<file path="src/rtl/div.sv">
// Multi-cycle 32-bit restoring divider for the EX stage: one quotient bit per cycle.
// Define DIV_SIGNED_EN to honour signed_div_i; otherwise every divide is unsigned.
module div (
  input  logic        clk,
  input  logic        rst,
  input  logic        signed_div_i,
  input  logic [31:0] opdata1_i,
  input  logic [31:0] opdata2_i,
  input  logic        start_i,
  input  logic        annul_i,
  output logic [63:0] result_o,
  output logic        ready_o
);

  typedef enum logic [1:0] {StFree, StByZero, StOn, StEnd} state_e;

  state_e      state_q;
  logic [5:0]  cnt_q;
  logic [64:0] work_q;
  logic [31:0] divisor_q;
  logic        neg_quot_q;
  logic        neg_rem_q;

  logic        neg_a;
  logic        neg_b;
  logic [31:0] mag_a;
  logic [31:0] mag_b;
  logic [64:0] shifted;
  logic [33:0] trial;
  logic [64:0] work_step;
  logic [31:0] quot_fin;
  logic [31:0] rem_fin;

`ifdef DIV_SIGNED_EN
  assign neg_a = signed_div_i & opdata1_i[31];
  assign neg_b = signed_div_i & opdata2_i[31];
`else
  logic unused_signed_div;
  assign unused_signed_div = signed_div_i;
  assign neg_a = 1'b0;
  assign neg_b = 1'b0;
`endif

  assign mag_a = neg_a ? (~opdata1_i + 32'd1) : opdata1_i;
  assign mag_b = neg_b ? (~opdata2_i + 32'd1) : opdata2_i;

  // Partial remainder lives in work_q[64:32], quotient bits shift into work_q[31:0].
  always_comb begin
    shifted   = work_q << 1;
    trial     = {1'b0, shifted[64:32]} - {2'b00, divisor_q};
    work_step = shifted;
    if (!trial[33]) begin
      work_step = {trial[32:0], shifted[31:1], 1'b1};
    end
  end

  assign quot_fin = neg_quot_q ? (~work_q[31:0] + 32'd1) : work_q[31:0];
  assign rem_fin  = neg_rem_q ? (~work_q[63:32] + 32'd1) : work_q[63:32];

  always_ff @(posedge clk) begin
    if (rst) begin
      state_q    <= StFree;
      cnt_q      <= 6'd0;
      work_q     <= 65'd0;
      divisor_q  <= 32'd0;
      neg_quot_q <= 1'b0;
      neg_rem_q  <= 1'b0;
      result_o   <= 64'd0;
      ready_o    <= 1'b0;
    end else begin
      case (state_q)
        StFree: begin
          ready_o  <= 1'b0;
          result_o <= 64'd0;
          if (start_i && !annul_i) begin
            if (opdata2_i == 32'd0) begin
              state_q <= StByZero;
            end else begin
              state_q    <= StOn;
              cnt_q      <= 6'd0;
              work_q     <= {33'd0, mag_a};
              divisor_q  <= mag_b;
              neg_quot_q <= neg_a ^ neg_b;
              neg_rem_q  <= neg_a;
            end
          end
        end
        StByZero: begin
          work_q   <= 65'd0;
          result_o <= 64'd0;
          state_q  <= StEnd;
        end
        StOn: begin
          if (annul_i) begin
            state_q <= StFree;
            cnt_q   <= 6'd0;
            ready_o <= 1'b0;
          end else if (cnt_q == 6'd32) begin
            result_o <= {rem_fin, quot_fin};
            ready_o  <= 1'b1;
            state_q  <= StEnd;
            cnt_q    <= 6'd0;
          end else begin
            work_q <= work_step;
            cnt_q  <= cnt_q + 6'd1;
          end
        end
        StEnd: begin
          if (start_i) begin
            ready_o <= 1'b1;
          end else begin
            state_q  <= StFree;
            ready_o  <= 1'b0;
            result_o <= 64'd0;
          end
        end
        default: state_q <= StFree;
      endcase
    end
  end

endmodule

</file>
<file path="config.mk">
export PLATFORM = sky130hd
export DESIGN_NAME = div
export DESIGN_NICKNAME = d
export VERILOG_FILES = /design/src/rtl/div.sv
export SDC_FILE = /design/constraint.sdc
export NUM_CORES = 1
export LEC_CHECK = 0
export BUFFER_PORTS_ARGS = -buffer_cell sky130_fd_sc_hd__buf_2
export CORE_MARGIN = 2
export CORE_UTILIZATION = 30
export CTS_CLUSTER_SIZE = 30
export DETAILED_ROUTE_END_ITERATION = 7
export SLEW_MARGIN = 25
export SYNTH_ARGS = -nofsm -noshare
export SYNTH_HDL_FRONTEND = slang
export SYNTH_SLANG_ARGS = --single-unit
</file>
<file path="constraint.sdc">
create_clock -name clk -period 2.9 [get_ports clk]
set_clock_uncertainty 0.15 [all_clocks]
set_input_delay 0.29 -clock clk [delete_from_list [all_inputs] [get_ports clk]]
set_output_delay 0.29 -clock clk [all_outputs]
set_load 0.005 [all_outputs]
</file>
==> metrics.yaml <==
drc: 0
synth_warnings: 0
wl_per_cell_microns: 14.8
worst_ep_required_time_ps: 3030
layout_common_cells: "dfxtp_1 (169), nor2_1 (132), buf_2 (131), nand2_1 (122), a21oi_1 (67)"
vias_per_cell: 4.92
p_comb_frac: 0.368
layout_commonest_cell: "dfxtp_1"
finalHoldViolCount: 0
endpoint: "work_q[0]$_SDFFE_PP0P_"
antenna_found_initial: 0
synthFlopType: "dfxtp_1"
drt-pass1-iter-count: 6
synthArstFlopShare: 0
pwr-share-seq: 0.346
worst_pin_slew_ps: 841
place_hpwl_microns: 16300
io_buffer_count: 132
synth_seq_area_share: 0.395
finalSetupViolCount: 0
antenna_cells: 0
power.internal_uw: 5050
drive_gt1_frac: 0.208
worst-path-stages: 11
drv_cap: 0
p_clk_frac: 0.285
maxSlewViolCount: 0
grt_pass1_wl_microns: 39200
grt_pass1_vias: 7795
numCtsBuffers: 17
drt_first_iter_violations: 499
path_max_fanout: 34
clkLatencyLatePin_ps: 430
start_util: 0.306
crit_chain: "inv_1 > ha_1 > a21oi_1 > nand2_1 > a41oi_1 > buf_4 > o31ai_4 > o21ai_4 > buf_12 > nand3b_1 > a311oi_2"
fill_cells: 2853
reg2reg_depth: 11
cp-end-kind: "flip-flop"
power_uw: 8190
synth_area_leaders: "dfxtp_1 (40%), nor2_1 (6.0%), a22oi_1 (5.7%)"
wl_microns: 23900
ir_worst_vdd_mv: 0.398
yosysTopAreaCell: "dfxtp_1"
synth_cell_types: 73
tritoncts: "yes"
cts_sinks: 169
cts.clk_slew.worst_paths_ps: 80
syn_to_final_growth_pct: 29.8
rr_startpoint: "divisor_q[12]$_SDFFE_PP0P_"
swShare: 0.383
crit_arrival_ps: 2860
die_x_microns: 173
row_count: 61
ys_ff_latch: 169
timing.final.ws_setup_ps: 171
die-area_sq_um: 29900
place_ws_ps: 63.5
finalNetCount: 1330
reg2reg_to: "work_q[0]$_SDFFE_PP0P_"
p_switching_uw: 3130
fmax_mhz: 366
io-pin-count: 134
syn-num-nets: 1146
syn_area_sq_um: 8560
grt_max_degree: 74
critPathMaxStageDelay_ps: 380
critPathTopFamily: "compound AO/OA/AOI/OAI gates"
status: "finished clean"
critPathKind: "flip-flop to flip-flop"
r2r_slack_ps: 170
synth_top_area_share: 0.395
hp-class: "primary input to flip-flop"
avgSynthCellArea_sq_um: 8.25
cts-htree-levels: 4
cts-root-buf: "clkbuf_16"
post-route-min-period_ps: 2730
crit_path_start_kind: "flip-flop"
core_area_sq_um: 27900
routed-via-count: 7923
postRouteAntennaNets: 0
power_density_nw_per_um2: 737
leakage_uw: 0.00456
relSlewSlack: 0.439
path_buf_inv: 3
slowest_stage: "ha_1"
synth_edf_count: 0
die_h_microns: 173
rsz0062_at_grt: "yes"
grt_usage: 0.158
worstSetupStartpoint: "divisor_q[12]$_SDFFE_PP0P_"
overflow: 0
gp_congestion: 0.817
clock_path_buffers: 2
syn_inst: 1037
period_share: 0.941
## sequential cells by signal, indices dropped and copies added (netlist names)
name and flops:
divisor_q 32, cnt_q 6, ready_o 1, work_q 64
result_o 64, state_q 2
## cell families after synthesis
| family | share of synthesized area |
|---|---|
| XOR/XNOR | 0.0317 |
| flip-flops | 0.395 |
| adder cells (fa/ha/maj) | 0.0594 |
| multiplexers | 0.00365 |
| buffers and inverters | 0.0586 |
| AND/OR/NAND/NOR | 0.204 |
| AO/OA/AOI/OAI | 0.247 |
## routing by layer
| layer | track usage | part of all wire |
|---|---|---|
| met3 | 0.0453 | 0.050 |
| met2 | 0.275 | 0.48 |
| met4 | 0.0297 | 0.0079 |
| met5 | 0 | 0 |
| met1 | 0.196 | 0.46 |
## cell usage after synthesis, drive strengths merged, types with 3 or more instances
master,instances
nand2b,38
nor2b,4
nand3,44
a211oi,4
o21ai,40
a32oi,9
clkbuf,54
or2,5
and3,3
ha,39
a21oi,72
inv,43
buf,17
o211ai,3
xor2,17
nor2,137
nor3,6
xnor2,14
dfxtp,169
a21o,10
a31oi,7
nand4,7
a22oi,65
a311oi,32
a22o,19
nand2,124
o31ai,13
nor4,11
## power groups by stage
stage / registers (uW) / logic (uW) / clock network, uW
global placement: 2880 / 2860 / 0
detailed placement: 2890 / 2890 / 0
global route: 2880 / 3370 / 2480
floorplan: 2830 / 2150 / 0
finish: 2840 / 3020 / 2340
CTS: 2830 / 2980 / 2390
## tightest hold or removal path, delay by kind of cell
kind | cells | cell delay (ps)
AND/OR/NAND/NOR | 1 | 150
buffers and inverters | 1 | 110
AO/OA/AOI/OAI | 1 | 100
## worst min path at each step
stage | endpoint | slack (ps) | start | depth (start not counted)
6_report | ready_o$_SDFFE_PP0P_ | 110 | start_i | 3
3_5_place_dp | divisor_q[26]$_SDFFE_PP0P_ | 300 | divisor_q[26]$_SDFFE_PP0P_ | 2
2_1_floorplan | divisor_q[10]$_SDFFE_PP0P_ | 280 | opdata2_i[10] | 2
4_1_cts | ready_o$_SDFFE_PP0P_ | 80 | start_i | 3
3_3_place_gp | divisor_q[14]$_SDFFE_PP0P_ | 290 | divisor_q[14]$_SDFFE_PP0P_ | 2
5_1_grt | ready_o$_SDFFE_PP0P_ | 100 | start_i | 3
## layout make-up
class,count,area [sq um],area share
clock buffer,17,425,0.0383
clock inverter,15,171,0.0154
inverter,43,161,0.0145
multi-input combinational,753,4800,0.432
sequential,169,3380,0.305
tap,378,473,0.0426
timing repair buffer,237,1700,0.153
## per-stage QoR
stage	instances	util	TNS, ps	hold slack, ps	instance area, sq um
5_1_grt	1612	0.398	-10.2	97.9	11100
4_1_cts	1612	0.395	0	79.2	11000
6_report	1612	0.398	0	110	11100
3_3_place_gp	1516	0.350	0	294	9790
3_5_place_dp	1516	0.350	0	298	9790
2_1_floorplan	1037	-	0	276	8560
## repair_timing
action,4_1_cts,5_1_grt
setup buffers,0,0
hold buffers,64,0
resized for setup,0,18
endpoints found under the setup margin,0,13
endpoints found under the hold margin,64,0
No activity file was read; power rests on OpenSTA's default activity.
